[src/rtl/seg7_scan_ctrl.sv]
// seg7_scan_ctrl: time-multiplexed scan controller sharing one BCD-to-7-segment decoder across NUM_DIGITS common-anode digits
//   clk, rst_n  : clock (rising edge), asynchronous active-low reset
//   en          : display enable, 0 forces all anodes off
//   load        : strobe capturing digits_in into the shadow register
//   digits_in   : packed 4-bit codes, digit 0 in the low nibble
//   digit_code  : code of the selected digit, fed to the decoder
//   an_n        : active-low anode enables, at most one low
//   digit_idx   : index of the selected digit
//   frame_tick  : pulse on the last lit cycle of the highest digit
//   Define SEG7_LZB_EN to blank leading zero digits.
module seg7_scan_ctrl #(
  parameter int NUM_DIGITS   = 4,
  parameter int REFRESH_DIV  = 50000,
  parameter int BLANK_CYCLES = 16,
  localparam int IDXW = (NUM_DIGITS > 2) ? $clog2(NUM_DIGITS) : 1
) (
  input  logic                    clk,
  input  logic                    rst_n,
  input  logic                    en,
  input  logic                    load,
  input  logic [4*NUM_DIGITS-1:0] digits_in,
  output logic [3:0]              digit_code,
  output logic [NUM_DIGITS-1:0]   an_n,
  output logic [IDXW-1:0]         digit_idx,
  output logic                    frame_tick
);
  localparam int CMAX = (REFRESH_DIV > BLANK_CYCLES) ? ((REFRESH_DIV > 2) ? REFRESH_DIV : 2)
                                                     : ((BLANK_CYCLES > 2) ? BLANK_CYCLES : 2);
  localparam int CW = $clog2(CMAX);
  typedef enum logic [1:0] {OFF, BLANK, SHOW} state_t;
  state_t                  state_q, state_d;
  logic [CW-1:0]           cnt_q, cnt_d;
  logic [IDXW-1:0]         idx_q, idx_d;
  logic [3:0]              code_q, code_d;
  logic [NUM_DIGITS-1:0]   an_q, an_d;
  logic                    tick_q, tick_d;
  logic [4*NUM_DIGITS-1:0] digit_q, src;
  logic [(1<<IDXW)-1:0]    keep;
  logic                    acc;
  always_comb begin
    // a load on the slot-entry edge is already visible in the new slot
    src     = load ? digits_in : digit_q;
    keep    = '1;
    acc     = 1'b0;
`ifdef SEG7_LZB_EN
    for (int i = NUM_DIGITS - 1; i >= 1; i--) begin
      acc     = acc | (|src[4*i +: 4]);
      keep[i] = acc;
    end
`endif
    state_d = state_q;
    cnt_d   = cnt_q + CW'(1);
    idx_d   = idx_q;
    code_d  = code_q;
    if (!en) begin
      state_d = OFF;
      cnt_d   = '0;
      idx_d   = '0;
    end else if (state_q == OFF) begin
      state_d = (BLANK_CYCLES == 0) ? SHOW : BLANK;
      cnt_d   = '0;
      code_d  = src[3:0];
    end else if (state_q == BLANK && int'(cnt_q) + 1 >= BLANK_CYCLES) begin
      state_d = SHOW;
      cnt_d   = '0;
      code_d  = src[{idx_q, 2'b00} +: 4];
    end else if (state_q == SHOW && int'(cnt_q) + 1 >= REFRESH_DIV) begin
      idx_d   = (idx_q == IDXW'(NUM_DIGITS - 1)) ? '0 : idx_q + IDXW'(1);
      state_d = (BLANK_CYCLES == 0) ? SHOW : BLANK;
      cnt_d   = '0;
      code_d  = src[{idx_d, 2'b00} +: 4];
    end
    // outputs are computed from the next state so they can be registered
    an_d   = (state_d == SHOW && keep[idx_d]) ? ~(NUM_DIGITS'(1) << idx_d) : '1;
    tick_d = state_d == SHOW && idx_d == IDXW'(NUM_DIGITS - 1) && int'(cnt_d) + 1 >= REFRESH_DIV;
  end
  always_ff @(posedge clk or negedge rst_n) begin
    if (!rst_n) begin
      state_q <= BLANK;
      cnt_q   <= '0;
      idx_q   <= '0;
      code_q  <= '0;
      an_q    <= '1;
      tick_q  <= 1'b0;
      digit_q <= '0;
    end else begin
      state_q <= state_d;
      cnt_q   <= cnt_d;
      idx_q   <= idx_d;
      code_q  <= code_d;
      an_q    <= an_d;
      tick_q  <= tick_d;
      digit_q <= src;
    end
  end
  assign digit_code = code_q;
  assign an_n       = an_q;
  assign digit_idx  = idx_q;
  assign frame_tick = tick_q;
endmodule

[config.mk]
export PLATFORM = sky130hd
export DESIGN_NAME = seg7_scan_ctrl
export DESIGN_NICKNAME = d
export VERILOG_FILES = /design/src/rtl/seg7_scan_ctrl.sv
export SDC_FILE = /design/constraint.sdc
export NUM_CORES = 1
export LEC_CHECK = 0
export CORE_MARGIN = 2
export CORE_UTILIZATION = 55
export CTS_CLUSTER_SIZE = 40
export DETAILED_ROUTE_END_ITERATION = 8
export HOLD_SLACK_MARGIN = 0.1
export PLACE_DENSITY = 0.78
export SLEW_MARGIN = 20
export SYNTH_ARGS = -nofsm -noshare
export SYNTH_HDL_FRONTEND = slang
export SYNTH_SLANG_ARGS = --single-unit
[constraint.sdc]
create_clock -name clk -period 4.5 [get_ports clk]
set_clock_uncertainty 0.05 [all_clocks]
set_input_delay 0.675 -clock clk [delete_from_list [all_inputs] [get_ports clk]]
set_output_delay 0.675 -clock clk [all_outputs]
set_load 0.005 [all_outputs]
==> summary.txt, run 1 <==
Critical path
  • Reg-to-Reg Start: cnt_q[0]
  • Worst r2r dst: digit_code[2]
  • WP data arrival: 3.66 ns
  • Crit-path cells: ha_1, nand4_4, nor4_4, xnor2_1, and4bb_1, mux2_4, nor2_4, mux2_4, a221o_1
  • CP peak stage delay: 0.46 ns
  • Crit Path Category: flop to flop
  • Crit path max fanout: 11
  • Flop2flop setup slack: between 0.9 and 1 ns
  • Critical Path End Type: flop
  • CP dominant cell by count: mux2_4
  • Worst Path Required: 4.64 ns
  • Setup crit start kind: flop
  • CP max stage cell: and4bb_1
  • Reg2Reg Depth: 9

Drt
  • Avg Vias per Cell: approximately 6.0
  • WL per Instance: 16.3 um
  • DRT Pass-1 Iters: 4
  • Routed via count: 2315
  • Residual DRC: 0
  • Starting DRT DRC Count: around 110
  • ANT nets after route: 0
  • Routed wire length: 6270 um

Die
  • Initial Util: 56.9%
  • Io pins: 31
  • DIE WIDTH: 76.7 um
  • Die ar.: 5880 sq um
  • Placeable Area: roughly 5100 sq um
  • Die height: 76.7 um
  • # rows: 26

Pwr
  • Switch Pwr: 0.190 mW
  • Int Pwr: 0.646 mW
  • Leak: around 1.3 nW
  • Sw frac: 22.7%
  • VDD IR-drop max: 118 uV
  • Clock group share of total power: 36.1%
  • Pwr/cell area: 256 nW/um^2
  • Part of the power in registers: 52.2%
  • Combinational Power Share: 11.6%

CTS
  • Worst-path clk slew: 0.09 ns
  • CTS tree: done
  • # clock sinks: 45
  • Post-CTS sizing: 0
  • CTS hold repair buffers: 0
  • Post-CTS Setup Bufs: 0
  • Root Driver: clkbuf_8
  • Clock tree buffer depth: 2
  • Worst skew pair latency: 0.30 ns
  • H-tree depth: 2
  • Total CTS buffers: 5

Timing
  • Rel. slew slack: approximately 53%
  • FMAX: 0.285 GHz
  • Max-slew violation count: 0
  • Final WS setup: 0.985 ns
  • Period utilization: 78.1%
  • Final worst path period need: about 3.5 ns
  • Final hold vios: 0
  • TNS Setup: 0 ns
  • Worst-Margin Slew: 0.706 ns
  • Final setup vio count: 0
  • RSZ-0062 raised after global routing: no

Final layout
  • NumNets Final: between 300 and 400
  • P&R area growth vs syn: 12.5%
  • Fillers: 445
  • Non-filler cells, final: between 300 and 400
  • Commonest non-fill, non-tap cell in the layout: dfrtp_1
  • Share of layout cells above drive strength 1: 15.3%
  • Most frequent cells in the layout: dfrtp_1 (40), nor2_1 (31), clkdlybuf4s50_1 (29), nand2_1 (22), mux2_2 (16)
  • Final core utilization: 64.0%
  • Design area: 3270 sq um
  • Inserted Diodes: 0

Place
  • Port-buffer cells: 30
  • Placed Area: ~3200 sq um
  • Hpwl dp: 4540 um
  • Pre-CTS WS: 1.01 ns
  • Routability cong.: 0.921
  • Cells after DPL: 376

Synth
  • Yosys cell types: 68
  • Yosys reg bits: 45
  • Sequential share of the synthesized area: between 30% and 40%
  • Post-synth EDFFs: 0
  • Mean Syn Cell Area: 9.78 sq um
  • Post-synthesis cell area: 2910 sq um
  • Main synth FF type: dfrtp_1
  • Async set-or-reset flop fraction in the synthesized netlist: 100%
  • Top cells by area, synth: dfrtp_1 (34%), mux2_2 (6.2%), dfstp_2 (4.5%)
  • Post-Syn Instances: 297
  • Area leader, netlist: dfrtp_1
  • Post-synth top area share: 34.5%
  • Post-Syn Nets: 319
  • Synth warn: 0

Worst hold path
  • Worst min path class: input pin to async pin

GRT
  • Vias in the first global route: 2236
  • First-pass GRT wire length: 10600 um
  • GRT Util Overall: about 22%
  • GR Overflow Total: 0
  • Initial antenna violation count: 0
  • Largest net degree at the start of global routing: 46

Run
  • Max cap viols: 0

Outcome
  • Outcome: completed
-- worst max-delay path by stage --
| stage | startpoint | endpoint | slack, ns |
|---|---|---|---|
| after CTS | cnt_q[0] | digit_code[2] | 1.01 |
| after global placement | cnt_q[0] | digit_code[2] | 1.08 |
| after detailed placement | cnt_q[0] | digit_code[2] | 1.01 |
| final | cnt_q[0] | digit_code[2] | 0.99 |
| after global routing | cnt_q[0] | digit_code[2] | 0.80 |
| after floorplan | cnt_q[0] | digit_code[2] | 1.30 |
-- worst max-delay path: cells and delay by family (launching register included) --
family	cells	cell delay, ns
mux	2	0.68
compound gates	1	0.30
simple gates	4	1.27
xor+xnor	1	0.20
fa+ha+maj	1	0.45
flops	1	0.45
-- power groups by stage --
stage                     clock [mW]  combinational, mW  sequential (mW)
after global routing           0.322              0.107            0.439
final                          0.302             0.0971            0.436
after floorplan                    0             0.0508            0.441
after global placement             0             0.0952            0.443
after CTS                      0.309             0.0978            0.437
after detailed placement           0             0.0976            0.445
-- sequential cells by signal, summed over array words and instances, names as in the netlist --
signal / count
digit_idx: 2
cnt_q: 16
frame_tick: 1
digit_q: 16
an_n: 4
digit_code: 4
state_q: 2
-- cell usage after synthesis, types with 2 or more instances --
master and number:
a21oi_1 10, buf_4 3, a2111oi_2 2, a31oi_1 4
buf_6 4, nand2b_1 2, mux2i_1 3, nor3_1 9
o21ba_1 3, or3_1 3, and4_1 2, nor2_4 2
nor3b_1 2, ha_1 2, mux2_4 2, xor2_1 4
a22oi_1 3, dfrtp_1 40, a31o_2 2, dfstp_2 5
and2_1 4, o21a_1 2, nand2_1 22, nor2_1 31
o21ai_0 11, o31a_1 3, clkbuf_1 5, o21ai_1 2
inv_1 9, mux2_2 16, a2111o_1 3, o2bb2ai_1 2
a21o_1 5, and3_1 3, buf_2 7, nor4_1 4
nand4_1 5, clkinv_1 2, nand3_1 9, nand4_4 2
o221ai_1 4, xnor2_1 13
-- area by class of cell --
type	instances	area (sq um)	area share, %
clock buffer	6	72.6	2.22
clock inverter	2	35.0	1.07
inverter	11	41.3	1.26
multi-input combinational	220	1600	49.0
sequential	45	1130	34.6
tap	70	87.6	2.68
timing repair buffer	30	298	9.11
-- cells by family after synthesis --
kind of cell	Yosys count	synth area share [%]
xor+xnor	17	5.12
buf+inv	32	5.90
simple gates	109	21.3
fa+ha+maj	3	1.21
flops	45	39.0
compound gates	70	19.2
mux	21	8.27
-- metal layers --
layer / vias up / share of wire [%] / global-route usage (%)
li1: 1115 / - / -
met1: 1123 / 44 / 28.6
met2: 63 / 48 / 36.8
met3: 14 / 4.6 / 4.47
met4: 0 / 2.8 / 7.27
met5: - / 0 / 0
-- through the flow --
| stage | hold slack, ns | power [mW] |
|---|---|---|
| finish | 0.308 | 0.836 |
| global route | 0.359 | 0.868 |
| CTS | 0.457 | 0.843 |
| detailed placement | 0.437 | 0.542 |
| global placement | 0.432 | 0.538 |
| floorplan | 0.329 | 0.492 |
Power figures use the tool's default switching activity.
==> run 2: changes to the inputs <==
clock period = 3.3 ns   (was 4.5 ns; I/O delays follow)
==> run 2 against run 1 <==
Effect of this change: core utilization up 1.8 points; via count rose by 2.9%; worst hold slack worse by 0.18 ns; total power is 37% higher; critical path depth stayed put; fmax grew 14%; clock power increased by 36%.
==> summary.txt, run 2 (synthesis gave the netlist of run 1 again) <==
Critical path
  • Setup crit start kind: flop (unchanged)
  • Worst r2r dst: frame_tick (was digit_code[2])
  • CP max stage cell: dfrtp_1 (was and4bb_1)
  • Reg2Reg Depth: 9 (unchanged)
  • CP peak stage delay: 0.45 ns (was 0.46 ns)
  • Flop2flop setup slack: 0.21 ns (was 0.99 ns)
  • Reg-to-Reg Start: cnt_q[0] (unchanged)
  • Critical Path End Type: flop (unchanged)
  • Crit Path Category: flop to flop (unchanged)
  • Crit path max fanout: 10 (was 11)
  • WP data arrival: 3.23 ns (was 3.66 ns)
  • Worst Path Required: 3.44 ns (was 4.64 ns)
  • Crit-path cells: ha_2, nand4_4, o31a_1, a31oi_1, nor2_4, a311oi_2, mux2i_1, or3b_1, a2111oi_2 (was ha_1, nand4_4, nor4_4, xnor2_1, and4bb_1, mux2_4, nor2_4, mux2_4, a221o_1)

Place
  • Hpwl dp: 4650 um (was 4540 um)
  • Routability cong.: 0.904 (was 0.921)
  • Port-buffer cells: 30 (unchanged)

CTS
  • Root Driver: clkbuf_8 (unchanged)
  • Worst-path clk slew: 0.09 ns (about the same)
  • CTS hold repair buffers: 0 (unchanged)
  • Post-CTS Setup Bufs: 0 (unchanged)
  • # clock sinks: 45 (unchanged)
  • Worst skew pair latency: 0.30 ns (about the same)
  • H-tree depth: 2 (unchanged)
  • CTS tree: done (unchanged)
  • Clock tree buffer depth: 2 (unchanged)
  • Total CTS buffers: 5 (unchanged)

Timing
  • Max-slew violation count: 0 (unchanged)
  • Final hold vios: 0 (unchanged)
  • Period utilization: 93.7% (was 78.1%)
  • Worst-Margin Slew: 0.551 ns (was 0.706 ns)
  • TNS Setup: 0 ns (unchanged)
  • Final worst path period need: 3.09 ns (was 3.51 ns)
  • RSZ-0062 raised after global routing: no (unchanged)
  • Final setup vio count: 0 (unchanged)
  • Rel. slew slack: 63.3% (was 52.8%)
  • FMAX: 0.324 GHz (was 0.285 GHz)
  • Worst hold margin: 0.129 ns (was 0.308 ns)

GRT
  • Vias in the first global route: 2318 (was 2236)
  • Largest net degree at the start of global routing: 46 (unchanged)
  • Initial antenna violation count: 0 (unchanged)
  • GRT Util Overall: 23.1% (was 22.0%)
  • First-pass GRT wire length: 11100 um (was 10600 um)
  • GR Overflow Total: 0 (unchanged)

Drt
  • ANT nets after route: 0 (unchanged)
  • Starting DRT DRC Count: 188 (was 114)
  • WL per Instance: 15.9 um (was 16.3 um)
  • Routed wire length: 6250 um (was 6270 um)
  • DRT Pass-1 Iters: 5 (was 4)
  • Routed via count: 2381 (was 2315)
  • Residual DRC: 0 (unchanged)
  • Avg Vias per Cell: 6.04 (was 6.03)

Die
  • Initial Util: 56.9% (unchanged)
  • Io pins: 31 (unchanged)
  • Die height: 76.7 um (unchanged)
  • Placeable Area: 5110 sq um (unchanged)
  • Die ar.: 5880 sq um (unchanged)
  • # rows: 26 (unchanged)
  • DIE WIDTH: 76.7 um (unchanged)

Final layout
  • P&R area growth vs syn: 15.6% (was 12.5%)
  • Commonest non-fill, non-tap cell in the layout: dfrtp_1 (unchanged)
  • Share of layout cells above drive strength 1: 19.1% (was 15.3%)
  • Fillers: 433 (was 445)
  • NumNets Final: 345 (was 335)
  • Sequential Area: 1130 sq um (about the same)
  • Most frequent cells in the layout: dfrtp_1 (39), nor2_1 (31), clkdlybuf4s50_1 (29), nand2_1 (22), mux2_2 (16) (was dfrtp_1 (40), nor2_1 (31), clkdlybuf4s50_1 (29), nand2_1 (22), mux2_2 (16))
  • Area of the multi-input gates: 1620 sq um (was 1600 sq um)
  • Inserted Diodes: 0 (unchanged)
  • Largest registers: cnt_q (16), digit_q (16) (unchanged)

Pwr
  • Leak: 1.32 nW (was 1.28 nW)
  • Pwr/cell area: 340 nW/um^2 (was 256 nW/um^2)
  • VDD IR-drop max: 178 uV (was 118 uV)

Run
  • Max cap viols: 0 (unchanged)

Outcome
  • Outcome: completed (unchanged)

Worst hold path
  • Worst min path class: input pin to async pin (unchanged)
[run 2: cell count changes in the layout (fill, tap and decap cells not counted)]
cell	previous run	this run
dfrtp_2	0	1
dfrtp_1	40	39
nor4_2	1	3
buf_4	1	11
ha_1	2	1
nor4_1	4	2
ha_2	0	1
[run 2: power by group]
group | internal (mW) | switching (mW) | leakage (nW)
registers | 0.582 | 0.0135 | 0.566
clock network | 0.225 | 0.186 | 0.0552
logic | 0.0766 | 0.0583 | 0.699
[run 2: stage by stage]
| step | power, mW | utilization, % | setup WS, ns | instance area (sq um) | instances |
|---|---|---|---|---|---|
| after floorplan | 0.671 | - | 0.0963 | 2910 | 297 |
| after CTS | 1.15 | 65.4 | 0.135 | 3340 | 394 |
| final | 1.14 | 65.8 | 0.209 | 3360 | 394 |
| after global placement | 0.736 | 63.3 | 0.223 | 3230 | 386 |
| after global routing | 1.19 | 65.8 | 0.0232 | 3360 | 394 |
| after detailed placement | 0.742 | 63.3 | 0.143 | 3230 | 386 |
[run 2: what timing repair did]
| item | 4_1_cts | 5_1_grt |
|---|---|---|
| endpoints found under the setup margin | 0 | 5 |
| endpoints found under the hold margin | 0 | 0 |
| gates resized for setup | 0 | 4 |
[run 2: worst max-delay path, delay by kind of cell, from the launching register on]
family / cells / cell delay (ns)
compound gates: 4 / 1.19
simple gates: 3 / 0.74
flops: 1 / 0.45
fa+ha+maj: 1 / 0.31
mux: 1 / 0.25
[run 2: area by class of cell]
class / count / area share [%]
Clock buffer: 6 / 2.16
Multi-Input combinational cell: 220 / 48.1
Sequential cell: 45 / 33.7
Inverter: 11 / 1.23
Clock inverter: 2 / 1.04
Timing Repair Buffer: 40 / 11.1
Tap cell: 70 / 2.61
[run 2: worst max path at each step]
stage | startpoint | to | slack, ns
CTS | cnt_q[0] | frame_tick | 0.14
floorplan | cnt_q[0] | digit_code[2] | 0.1
detailed placement | cnt_q[0] | frame_tick | 0.14
finish | cnt_q[0] | frame_tick | 0.21
global placement | cnt_q[0] | frame_tick | 0.22
global route | cnt_q[0] | frame_tick | 0.02
[run 2: metal layers]
layer / routed length [um] / GRT usage, % / up-vias
met5: 0 / 0 / -
met4: 155 / 9.64 / 0
met3: 294 / 3.65 / 16
met2: 3070 / 38.5 / 72
met1: 2730 / 29.9 / 1148
li1: - / - / 1145
